<file path="config.mk">
export PLATFORM = sky130hd
export DESIGN_NAME = id_fwd_scoreboard
export DESIGN_NICKNAME = d
export VERILOG_FILES = /design/src/rtl/id_fwd_scoreboard.sv
export SDC_FILE = /design/constraint.sdc
export NUM_CORES = 1
export LEC_CHECK = 0
export BUFFER_PORTS_ARGS = -buffer_cell sky130_fd_sc_hd__buf_2
export CORE_AREA = 2 2 102 104
export DETAILED_ROUTE_END_ITERATION = 7
export DIE_AREA = 0 0 104 106
export PLACE_DENSITY = 0.82
export SKIP_LAST_GASP = 1
export SLEW_MARGIN = 30
export SYNTH_ARGS = -nofsm -noshare
export SYNTH_HDL_FRONTEND = slang
export SYNTH_SLANG_ARGS = --single-unit
</file>
<file path="constraint.sdc">
create_clock -name clk -period 3.2 [get_ports clk]
set_clock_uncertainty 0.05 [all_clocks]
set_input_delay 0.16 -clock clk [delete_from_list [all_inputs] [get_ports clk]]
set_output_delay 0.16 -clock clk [all_outputs]
set_load 0.1 [all_outputs]
</file>
<file path="src/rtl/id_fwd_scoreboard.sv">
// ID-stage operand forwarding and load-use hazard scoreboard.
// Tracks the last FWD_STAGES issued instructions and picks the youngest producer per operand.
module id_fwd_scoreboard #(
  parameter int unsigned DATA_W     = 32,
  parameter int unsigned REG_ADDR_W = 5,
  parameter int unsigned FWD_STAGES = 3,
  parameter int unsigned LOAD_LAT   = 2,
  parameter int unsigned CNT_W      = 16
) (
  input  logic                           clk,
  input  logic                           reset,
  input  logic                           pipe_stall,
  input  logic                           flush,
  input  logic                           iss_valid,
  input  logic [REG_ADDR_W-1:0]          iss_ra_addr,
  input  logic [REG_ADDR_W-1:0]          iss_rb_addr,
  input  logic                           iss_ra_used,
  input  logic                           iss_rb_used,
  input  logic [REG_ADDR_W-1:0]          iss_dst_addr,
  input  logic                           iss_gpr_we,
  input  logic                           iss_is_load,
  input  logic [DATA_W-1:0]              gpr_rd_data_0,
  input  logic [DATA_W-1:0]              gpr_rd_data_1,
  input  logic [FWD_STAGES*DATA_W-1:0]   fwd_data,
  output logic [DATA_W-1:0]              ra_data,
  output logic [DATA_W-1:0]              rb_data,
  output logic                           iss_stall,
  output logic                           iss_fire,
  output logic [CNT_W-1:0]               stall_cnt
);

  localparam int NStg    = int'(FWD_STAGES);
  localparam int LoadIdx = int'(LOAD_LAT) - 1;

  logic [FWD_STAGES-1:0]                 valid_q, valid_d;
  logic [FWD_STAGES-1:0]                 we_q, we_d;
  logic [FWD_STAGES-1:0]                 load_q, load_d;
  logic [FWD_STAGES-1:0][REG_ADDR_W-1:0] dst_q, dst_d;
  logic [CNT_W-1:0]                      stall_cnt_q, stall_cnt_d;

  logic [FWD_STAGES-1:0] slot_avail;
  logic [FWD_STAGES-1:0] ra_match, rb_match;
  logic                  ra_found, rb_found;
  logic                  ra_avail, rb_avail;
  logic                  ra_hazard, rb_hazard;

  // A load only becomes forwardable once it has reached slot LOAD_LAT-1.
  always_comb begin
    slot_avail = '0;
    ra_match   = '0;
    rb_match   = '0;
    for (int k = 0; k < NStg; k++) begin
      slot_avail[k] = ~load_q[k] | (k >= LoadIdx);
      ra_match[k]   = valid_q[k] & we_q[k] & (dst_q[k] == iss_ra_addr);
      rb_match[k]   = valid_q[k] & we_q[k] & (dst_q[k] == iss_rb_addr);
    end
  end

  // Scan oldest to youngest so the lowest matching slot ends up selected.
  always_comb begin
    ra_data  = gpr_rd_data_0;
    ra_found = 1'b0;
    ra_avail = 1'b1;
    rb_data  = gpr_rd_data_1;
    rb_found = 1'b0;
    rb_avail = 1'b1;
    for (int k = NStg - 1; k >= 0; k--) begin
      if (ra_match[k]) begin
        ra_data  = fwd_data[k*DATA_W +: DATA_W];
        ra_found = 1'b1;
        ra_avail = slot_avail[k];
      end
      if (rb_match[k]) begin
        rb_data  = fwd_data[k*DATA_W +: DATA_W];
        rb_found = 1'b1;
        rb_avail = slot_avail[k];
      end
    end
  end

  always_comb begin
    ra_hazard = iss_valid & iss_ra_used & ra_found & ~ra_avail;
    rb_hazard = iss_valid & iss_rb_used & rb_found & ~rb_avail;
    iss_stall = ra_hazard | rb_hazard;
    iss_fire  = iss_valid & ~iss_stall & ~pipe_stall & ~flush;
    stall_cnt = stall_cnt_q;
  end

  always_comb begin
    valid_d     = valid_q;
    we_d        = we_q;
    load_d      = load_q;
    dst_d       = dst_q;
    stall_cnt_d = stall_cnt_q;

    if (flush) begin
      valid_d = '0;
    end else if (!pipe_stall) begin
      for (int k = 1; k < NStg; k++) begin
        valid_d[k] = valid_q[k-1];
        we_d[k]    = we_q[k-1];
        load_d[k]  = load_q[k-1];
        dst_d[k]   = dst_q[k-1];
      end
      // A non-firing cycle enters as a bubble; only the valid bit matters then.
      valid_d[0] = iss_fire;
      we_d[0]    = iss_gpr_we;
      load_d[0]  = iss_is_load;
      dst_d[0]   = iss_dst_addr;
    end

    if (iss_valid && iss_stall && !pipe_stall && (stall_cnt_q != '1)) begin
      stall_cnt_d = stall_cnt_q + CNT_W'(1);
    end
  end

  always_ff @(posedge clk or posedge reset) begin
    if (reset) begin
      valid_q     <= '0;
      we_q        <= '0;
      load_q      <= '0;
      dst_q       <= '0;
      stall_cnt_q <= '0;
    end else begin
      valid_q     <= valid_d;
      we_q        <= we_d;
      load_q      <= load_d;
      dst_q       <= dst_d;
      stall_cnt_q <= stall_cnt_d;
    end
  end

endmodule
</file>
; ---- Word-level counts from Yosys, hierarchy flattened
; Index checks and enable logic that the tools add are counted.
[op_classes]
n_bitwise = 25
add_sub_neg = 1
mux = 16
reduce_logical = 5
n_eq_ne = 8
[ops]
columns = op, n
row1 = 32-bit 2-to-1 mux, 6
row2 = 5-bit == test, 6
row3 = 1-bit bitwise AND, 18
row4 = 16-bit by 1-bit adder with 16-bit output (second input constant), 1
row5 = 16-bit inequality test (second input constant), 1
row6 = 1-bit 2-to-1 mux, 8
row7 = 3-bit 2-to-1 mux, 2
row8 = 1-bit NOT, 6
row9 = 1-bit logical AND, 3
row10 = 2-bit by 1-bit inequality test with 1-bit output (second input constant), 1
row11 = 2-bit AND reduction, 1
row12 = 1-bit logical NOT, 1
row13 = 1-bit bitwise OR, 1
[totals]
wordCells = 62
in_bits = 184
ff_bits = 38
out_inout_bits = 82

; ---- Longest topological paths before layout
; Gate-level depths: netlist of run 1.
[logic_depth]
depth_word = 14
ltp_mapped = 7
depth_no_buf = 6

; ---- Least setup slack after synthesis of run 1
; No wires, ideal clock.
[synth_timing]
path_kind = reg2reg
start = reg stall_cnt_q[2], in the netlist stall_cnt[2]
end = reg stall_cnt_q[3], in the netlist stall_cnt[3]
stages_incl_launch_ff = 8
n_path_buf = 1
slack_ns = 0.696
t_required_ns = 2.990
arrival_time_ns = 2.294
setup_ns = 0.160
synth_period_minus_slack_ns = 2.504
path_cell_list = dfrtp_1 and4_1 and4_1 nand4_1 and3_1 buf_2 nand4_1 xnor2_1
[synth_via]
elab_chain_cells = 2
[synth_rtl]
columns = element, line
row1 = start: declaration, 39  ; logic [CNT_W-1:0] stall_cnt_q, stall_cnt_d;
row2 = start signal: assignment, 129  ; stall_cnt_q <= stall_cnt_d;
row3 = "parallel branches: the longest is 2 deep, another holds 16-bit by 1-bit adder with 16-bit output", --
; Parallel ways; which one is timed is not known.
; A chain may end at the register's enable or synchronous reset.

; ---- Worst setup path in the final report of run 1
[layout_timing]
start = reg dst_q[14] (netlist name)
end = out rb_data[20]
[layout_via]
elab_chain_cells = 5
[layout_rtl]
columns = element, line
row1 = start: declaration, 38  ; logic [FWD_STAGES-1:0][REG_ADDR_W-1:0] dst_q, dst_d;
row2 = start signal: assignment, 128  ; dst_q <= dst_d;
row3 = 5-bit == test, 55  ; rb_match[k] = valid_q[k] & we_q[k] & (dst_q[k] == iss_rb_addr);
row4 = 1-bit bitwise AND, 55
row5 = 32-bit 2-to-1 mux (3 in a row), 73  ; if (rb_match[k]) begin
row6 = end: declaration, 26  ; output logic [DATA_W-1:0] rb_data,
; No other way between the ends.

==> flow_summary.ini, run 1 <==
[floorplanning]
die_h_um = 106
die_x_um = 104
core_mm2 = 0.0100
pin_count = 266
rows = 37
initial_core_util_pct = 39.4
die_area_mm2 = 0.0110

[critical_path]
slowest_stage = mux2i_1
cp_top_family = buffers and inverters
cp.required_ns = 2.99
crit_type = reg2out
cp-end-kind = output pin
cp_max_fo = 32
crit_path_start_kind = register
cp.arrival_ns = 2.67
startpoint = dst_q[14]
r2r-start = dst_q[2]
cp_slowest_stage_delay_ns = 0.50
path_cells = xor2_1, nor4_2, nand4_2, buf_4, mux2i_1, a21oi_1, a21o_1, buf_12
crit_buf_inv = 2

[sta]
period_minus_slack_ns = 2.88
setup_viol = 0
period_share_pct = 89.9
timing.setup.tns_ns = 0
hold_violations = 0
worstMarginPinSlew_ns = 0.590
fin_hold_ws_ns = 0.0103
rsz0062_at_grt = false
slew_viol_final = 0
fin_ws_ns = 0.322
max_freq_mhz = 347
slew_headroom_pct = 60.7

[place]
place_congestion = 0.945
port_buffers = 265
pre_cts_slack_ns = 0.703
hpwlAfterDp_mm = 13.3
dpl_cell_area_mm2 = 0.00630

[power_and_ir_drop]
power_density_mw_per_mm2 = 308
clockPowerShare_pct = 17.6
ir_worst_vdd_mv = 0.338
p_sw_share_pct = 42.9
p_int_mw = 1.13
p_seq_share_pct = 30.9
p_sw_mw = 0.847
p_leak_nw = 3.78
pwr-share-comb_pct = 51.5

[worst_hold_path]
hold_class = in2reg
min_from = flush

[global_route]
grt_pass1_vias = 4615
grt_pass1_wl_mm = 24.8
grt_max_degree = 53
track_usage_pct = 28.7
antenna_found_initial = 0
overflow = 0

[synthesis]
synth_flop_cell = dfrtp_1
synth_cell_types = 32
synth_seq_cells = 38
syn_inst = 460
ys_seq_area_share_pct = 24.1
synth_edf_count = 0
synthArstFlopShare_pct = 100
synth_nets = 645
netlist_area_mm2 = 0.00394
ys_warn_count = 0
avgSynthCellArea_um2 = 8.57

[detailed_routing]
via_per_inst = 5.56
drt_iter0_markers = 371
drt_wl_total_mm = 16.5
ant_nets = 0
drcViolationCount = 0
routedWlPerCell_um = 19.5
via_count = 4715
dr.pass1.iters = 6

[clocking]
cts_made_buffers = 5
path_clk_slew_ns = 0.08
clock_sinks = 38
cts-resized-gates = 0
htreeDepth = 2
clock_path_buffers = 2
cts-root-buf = clkbuf_8
postCtsSetupBuffers = 0
cts_tree = yes
clock_latency_ns = 0.30

[finish]
syn_to_final_growth_pct = 62.6
antennaDiodeCount = 0
fin_util_pct = 64.1
drive_above_1_share_pct = 44.0
fin_area_mm2 = 0.00641
layout.nets = 896

[outcome]
status = completed

[job]
max_cap_viol_count = 0
## synth_stat cells (all sizes together) (3+ instances only)
cell type / count / area [um2]
a21oi: 64 / 320
nor2: 9 / 33.8
nor4: 5 / 50.1
nand3: 8 / 45.0
mux2i: 66 / 661
a21o: 64 / 480
and4: 3 / 26.3
nand2: 7 / 26.3
nand4: 13 / 93.8
and3: 5 / 31.3
o21ai: 64 / 320
inv: 3 / 11.3
nor3: 6 / 40.0
xnor2: 13 / 114
mux2: 19 / 214
clkbuf: 22 / 86.3
buf: 13 / 108
dfrtp: 38 / 951
xor2: 32 / 280
## state kept, by name (all words and copies together), names as in the netlist
signal and count:
valid_q 3, we_q 3, load_q 1, stall_cnt 16, dst_q 15
## power by group through the flow
stage / Combinational (mW) / Sequential (mW) / Clock [mW]
2_1_floorplan: 0.601 / 0.602 / 0
3_3_place_gp: 0.999 / 0.610 / 0
3_5_place_dp: 1.01 / 0.617 / 0
4_1_cts: 1.02 / 0.608 / 0.355
5_1_grt: 1.07 / 0.617 / 0.376
6_report: 1.02 / 0.610 / 0.347
## metrics by stage
step / power (mW) / cells
5_1_grt: 2.06 / 848
2_1_floorplan: 1.20 / 460
3_5_place_dp: 1.63 / 839
6_report: 1.97 / 848
4_1_cts: 1.98 / 848
3_3_place_gp: 1.61 / 839
## worst register-to-register path, cell delays in order (launching register included)
cell and delay [ns]:
dfrtp_1 0.42, xor2_1 0.19, nor3_2 0.26, a32o_1 0.31
nand3_2 0.23, nor4_2 0.36, xor2_1 0.19
## worst paths after layout
kind	endpoint	slack, ns	cells past startpoint
setup / recovery	rb_data[20]	0.32	8
hold / removal	valid_q[0]	0.01	2
setup reg to reg	stall_cnt[11]	1.12	6
hold reg to reg	stall_cnt[5]	0.44	1
max in group asynchronous	load_q[0]	2.32	4
min in group asynchronous	we_q[1]	0.46	4
## area by class of cell
cell class	count	area (um2)
Tap cell	136	170
Clock inverter	2	12.5
Multi-Input combinational cell	384	2790
Clock buffer	6	82.6
Sequential cell	38	951
Inverter	3	11.3
Timing Repair Buffer	279	2390
Fill cell	836	3590
## routing by layer
metal / global-route usage, % / share of wire (%)
met1: 37.2 / 41
met2: 45.7 / 46
met3: 9.93 / 11
met4: 7.24 / 2.0
met5: 0 / 0
## timing repair
action                                  CTS  global route
hold buffers                              1             0
endpoints found under the setup margin    0             0
endpoints found under the hold margin    38             0
## cells in the final DEF (no fill, tap or decap), drive strengths merged, types with 3 or more instances in the layout
master  netlist  layout
clkbuf       22       6
inv           3       3
and4          3       3
nor2          9       9
nand4        13      13
dfrtp        38      38
mux2i        66      66
nor3          6       6
nand3         8       8
mux2         19      19
xor2         32      32
xnor2        13      13
nor4          5       5
a21oi        64      64
buf          13     278
a21o         64      64
o21ai        64      64
nand2         7       7
and3          5       5
## cell families after synthesis
logic type | Yosys count | share of synthesized area [%]
AOI/OAI and AO/OA | 194 | 28.9
xor gates and xnor gates | 45 | 10.0
adders and majority gates | 1 | 0.317
buffers and inverters | 38 | 5.20
DFF | 38 | 24.1
muxes | 85 | 22.2
and+or+nand+nor | 59 | 9.30
(Power assumes the default switching activity.)
==> run 2, diff against run 1 <==
--- a/config.mk
+++ b/config.mk
@@ -6,10 +6,10 @@
 export NUM_CORES = 1
 export LEC_CHECK = 0
 export BUFFER_PORTS_ARGS = -buffer_cell sky130_fd_sc_hd__buf_2
-export CORE_AREA = 2 2 102 104
+export CORE_AREA = 2 2 103 105
 export DETAILED_ROUTE_END_ITERATION = 7
-export DIE_AREA = 0 0 104 106
-export PLACE_DENSITY = 0.82
+export DIE_AREA = 0 0 105 107
+export PLACE_DENSITY = 0.81
 export SKIP_LAST_GASP = 1
 export SLEW_MARGIN = 30
 export SYNTH_ARGS = -nofsm -noshare
==> run 2 against run 1 <==
  * Fmax increased by 4.1%
  * Largest power group unchanged
  * Worst hold slack improved by 0.026 ns
  * Non-clock buffer count increased by 3
  * Largest cell class unchanged
==> flow_summary.ini, run 2 (synthesis results as in run 1) <==
[critical_path]
path_cells = xor2_1, nor4_2, nand4_2, buf_12, mux2i_1, a21oi_1, a21o_1, buf_2
slowest_stage = dfrtp_1
cp_slowest_stage_delay_ns = 0.42
cp.required_ns = 2.99
cp_max_fo = 30
cp-end-kind = output pin
crit_path_start_kind = register
crit_type = reg2out
cp.arrival_ns = 2.55

[finish]
drive_above_1_share_pct = 44.1
layout.nets = 899
layout_commonest_cell = buf_2
fin_cells = 851
syn_to_final_growth_pct = 43.2
largest_reg_flops = 16
final_cell_mix = buf_2 (254), mux2i_1 (66), o21ai_0 (64), a21oi_1 (64), a21o_1 (64)

[place]
place_inst = 842
port_buffers = 265
place_congestion = 0.885
hpwlAfterDp_mm = 11.7

[job]
max_cap_viol_count = 0

[detailed_routing]
drt_wl_total_mm = 15.0
drcViolationCount = 0
via_per_inst = 5.44
ant_nets = 0
routedWlPerCell_um = 17.6
via_count = 4631
dr.pass1.iters = 5
drt_iter0_markers = 389

[sta]
period_minus_slack_ns = 2.76
timing.setup.tns_ns = 0
slew_viol_final = 0
rsz0062_at_grt = false
setup_viol = 0
period_share_pct = 86.4
worstMarginPinSlew_ns = 0.532
max_freq_mhz = 362
slew_headroom_pct = 64.8
hold_violations = 0

[worst_hold_path]
hold_class = in2reg

[power_and_ir_drop]
pwr-share-comb_pct = 48.3
p_leak_nw = 3.51
p_int_mw = 0.984
total_power_mw = 1.77
p_sw_mw = 0.787
p_sw_share_pct = 44.5
p_seq_share_pct = 34.4
ir_worst_vdd_mv = 0.280
power_density_mw_per_mm2 = 314
clockPowerShare_pct = 17.3

[floorplanning]
pin_count = 266
rows = 37
die_area_mm2 = 0.0112
die_x_um = 105
initial_core_util_pct = 39.1
core_mm2 = 0.0101
die_h_um = 107

[clocking]
clock_latency_ns = 0.29
cts-root-buf = clkbuf_8
cts_made_buffers = 5
cts_tree = yes
htreeDepth = 2
clock_path_buffers = 2
cts-resized-gates = 0
postCtsSetupBuffers = 0
clock_sinks = 38
path_clk_slew_ns = 0.07

[global_route]
grt_pass1_vias = 4249
grt_max_degree = 49
track_usage_pct = 24.3
antenna_found_initial = 1
overflow = 0
grt_pass1_wl_mm = 21.9

[outcome]
status = completed
[run 2: cell type report]
class / instances / area, um2
diodes: 1 / 2.50
clock buffers: 5 / 68.8
clock inverters: 2 / 10.0
fillers: 944 / 4450
inverters: 3 / 11.3
multi-input cells: 384 / 2790
flip-flops and latches: 38 / 951
well taps: 136 / 170
repair buffers: 282 / 1650
[run 2: critical path, delay by kind of cell (launching register included)]
family | cells | cell delay, ns
buf+inv | 2 | 0.68
mux | 1 | 0.15
simple gates | 2 | 0.54
compound gates | 2 | 0.27
flops | 1 | 0.42
xor+xnor | 1 | 0.17
[run 2: stage by stage]
stage               instance area [um2]  setup slack (ns)  util [%]  hold WS [ns]
CTS                                5640             0.420      55.9        0.0340
global placement                   5560             0.795      55.0         0.244
detailed placement                 5560             0.756      55.0         0.243
floorplan                          3940             0.696         -         0.176
finish                             5650             0.437      56.0        0.0361
global route                       5650             0.269      56.0        0.0411
[run 2: path summary, 6_finish.rpt]
path | slack, ns | start | end | cells past startpoint
max | 0.44 | dst_q[13] | ra_data[2] | 8
min | 0.04 | flush | valid_q[2] | 2
max reg2reg | 1.20 | dst_q[2] | stall_cnt[12] | 6
min reg2reg | 0.46 | stall_cnt[9] | stall_cnt[9] | 1
max in group asynchronous | 2.31 | reset | dst_q[3] | 4
min in group asynchronous | 0.47 | reset | stall_cnt[3] | 4
[run 2: power groups by stage]
| stage | Clock, mW | Sequential (mW) | Combinational (mW) |
|---|---|---|---|
| 2_1_floorplan | 0 | 0.602 | 0.601 |
| 3_3_place_gp | 0 | 0.612 | 0.842 |
| 3_5_place_dp | 0 | 0.617 | 0.849 |
| 4_1_cts | 0.316 | 0.609 | 0.855 |
| 5_1_grt | 0.339 | 0.618 | 0.899 |
| 6_report | 0.307 | 0.609 | 0.855 |
[run 2: what timing repair did]
item | CTS | global route
endpoints found under the hold margin | 38 | 0
endpoints found under the setup margin | 0 | 0
hold buffers | 1 | 0
[run 2: metal layers]
| layer | share of wire, % | routed length [um] | global-route usage, % | vias up |
|---|---|---|---|---|
| met1 | 41 | 6190 | 31.0 | 2133 |
| met4 | 2.8 | 416 | 9.71 | 0 |
| li1 | - | - | - | 2221 |
| met3 | 7.8 | 1170 | 4.19 | 29 |
| met2 | 48 | 7200 | 41.0 | 248 |
| met5 | 0 | 0 | 0 | - |
==> run 3, diff against run 2 <==
--- a/config.mk
+++ b/config.mk
@@ -6,10 +6,10 @@
 export NUM_CORES = 1
 export LEC_CHECK = 0
 export BUFFER_PORTS_ARGS = -buffer_cell sky130_fd_sc_hd__buf_2
-export CORE_AREA = 2 2 103 105
+export CORE_AREA = 2 2 102 104
 export DETAILED_ROUTE_END_ITERATION = 7
-export DIE_AREA = 0 0 105 107
-export PLACE_DENSITY = 0.81
+export DIE_AREA = 0 0 104 106
+export PLACE_DENSITY = 0.82
 export SKIP_LAST_GASP = 1
 export SLEW_MARGIN = 30
 export SYNTH_ARGS = -nofsm -noshare
==> constraint.sdc (replaced) <==
create_clock -name clk -period 3.2 [get_ports clk]
set_clock_uncertainty 0.05 [all_clocks]
set_input_delay 0.48 -clock clk [delete_from_list [all_inputs] [get_ports clk]]
set_output_delay 0.48 -clock clk [all_outputs]
set_load 0.1 [all_outputs]
==> run 3 against run 2 <==
  * Die area shrank 1.9%
  * Count of clock-buffer cells in the layout is the same
  * Critical endpoint is now rb_data[20]
  * Combinational power rose by 18%
  * Largest cell class unchanged
==> flow_summary.ini, run 3 (synthesis results as in run 1) <==
[place]
hpwlAfterDp_mm = 12.7
port_buffers = 265
place_inst = 839
place_congestion = 0.976

[job]
max_cap_viol_count = 0

[floorplanning]
die_x_um = 104
rows = 37
die_h_um = 106
die_area_mm2 = 0.0110
initial_core_util_pct = 39.4
core_mm2 = 0.0100
pin_count = 266

[critical_path]
cp.required_ns = 2.67
r2r_cells = 6
cp_slowest_stage_delay_ns = 0.45
reg2reg_to = stall_cnt[11]
crit_type = reg2out
crit_path_start_kind = register
cp.arrival_ns = 2.50
cp_max_fo = 52
crit_path_end = rb_data[20]
r2r_slack_ns = 1.14
slowest_stage = dfrtp_1
r2r-start = dst_q[2]
startpoint = dst_q[9]
cp-end-kind = output pin
path_cells = xor2_1, nor4_1, nand4_1, buf_6, o21ai_0, a21oi_1, a21o_1, buf_12

[sta]
slew_headroom_pct = 60.1
hold_violations = 0
fin_hold_ws_ns = 0.235
rsz0062_at_grt = false
slew_viol_final = 0
worstMarginPinSlew_ns = 0.599
setup_viol = 0
timing.setup.tns_ns = 0
period_minus_slack_ns = 3.03
period_share_pct = 94.8
max_freq_mhz = 330

[global_route]
grt_pass1_vias = 4503
top_usage_layer = met2
antenna_found_initial = 0
met1_usage_pct = 35.1
overflow = 0
grtUsageMet3_pct = 10.7
grt_max_degree = 65
grt_pass1_wl_mm = 24.4
track_usage_pct = 27.8
use_met2_pct = 44.5

[clocking]
clock_path_buffers = 2
path_clk_slew_ns = 0.09
cts-resized-gates = 0
htreeDepth = 2
cts-root-buf = clkbuf_8
cts_made_buffers = 5
clock_sinks = 38
postCtsSetupBuffers = 0
cts_tree = yes
cts_hold_buffers = 0
clock_latency_ns = 0.30

[detailed_routing]
drt_wl_total_mm = 16.1
dr.pass1.iters = 5
routedWlPerCell_um = 19.0
drt_iter0_markers = 371
via_per_inst = 5.53
ant_nets = 0
drcViolationCount = 0
via_count = 4683

[worst_hold_path]
hold_class = in2async

[power_and_ir_drop]
clockPowerShare_pct = 20.3
power_density_mw_per_mm2 = 317
p_sw_mw = 0.857
p_leak_nw = 3.79
p_int_mw = 1.19
ir_worst_vdd_mv = 0.366
p_sw_share_pct = 41.9
p_seq_share_pct = 30.1
pwr-share-comb_pct = 49.6

[finish]
drive_above_1_share_pct = 44.0
final_cell_mix = buf_2 (200), mux2i_1 (66), buf_12 (66)
layout_commonest_cell = buf_2
layout.nets = 895
largest_reg_flops = 16
syn_to_final_growth_pct = 63.6
antennaDiodeCount = 0
fin_util_pct = 64.5
fin_cells = 847
fillCellCount = 832

[outcome]
status = completed
run 3: changes by cell type in the layout (fill, tap and decap cells not counted), sizes merged:
cell         delta
buf             -3
clkinv          -2
diode           -1
dlygate4sd3     -1
bufinv          +1
clkinvlp        +2
run 3: worst min-delay path by stage:
stage	depth (start not counted)	slack [ns]	end	from
after global placement	1	0.42	stall_cnt[5]	stall_cnt[5]
after CTS	3	0.25	stall_cnt[9]	reset
after detailed placement	1	0.43	stall_cnt[5]	stall_cnt[5]
after global routing	3	0.28	stall_cnt[8]	reset
after floorplan	1	0.44	we_q[0]	we_q[0]
final	3	0.23	dst_q[4]	reset
run 3: final cells by class:
type	instances	area, um2	area share, %
well taps	136	170	2.64
inverters	3	11.3	0.175
clock inverters	3	45.0	0.698
multi-input cells	384	2790	43.2
flip-flops and latches	38	951	14.7
clock buffers	5	68.8	1.07
repair buffers	278	2420	37.5
run 3: power groups by stage:
stage | clock network [mW] | registers, mW | logic (mW)
4_1_cts | 0.419 | 0.613 | 1.01
2_1_floorplan | 0 | 0.602 | 0.601
3_3_place_gp | 0 | 0.619 | 0.993
6_report | 0.415 | 0.614 | 1.01
5_1_grt | 0.439 | 0.623 | 1.06
3_5_place_dp | 0 | 0.622 | 1.01
run 3: routing by layer:
layer | up-vias | part of all wire [%] | routed length [um]
met2 | 260 | 47 | 7500
met5 | - | 0 | 0
met1 | 2182 | 39 | 6300
li1 | 2204 | - | -
met4 | 0 | 2.7 | 431
met3 | 37 | 12 | 1870
run 3: through the flow:
step                power [mW]  setup WS [ns]  area, um2
global placement          1.61          0.309       6330
CTS                       2.04          0.138       6440
finish                    2.04          0.168       6450
floorplan                 1.20          0.423       3940
detailed placement        1.63          0.327       6330
global route              2.12         0.0350       6450
run 3: worst max-delay path, delay by kind of cell (launching register included):
kind	cells	cell delay, ns
DFF	1	0.45
and+or+nand+nor	2	0.60
AOI/OAI and AO/OA	3	0.52
buffers and inverters	2	0.44
xor gates and xnor gates	1	0.18
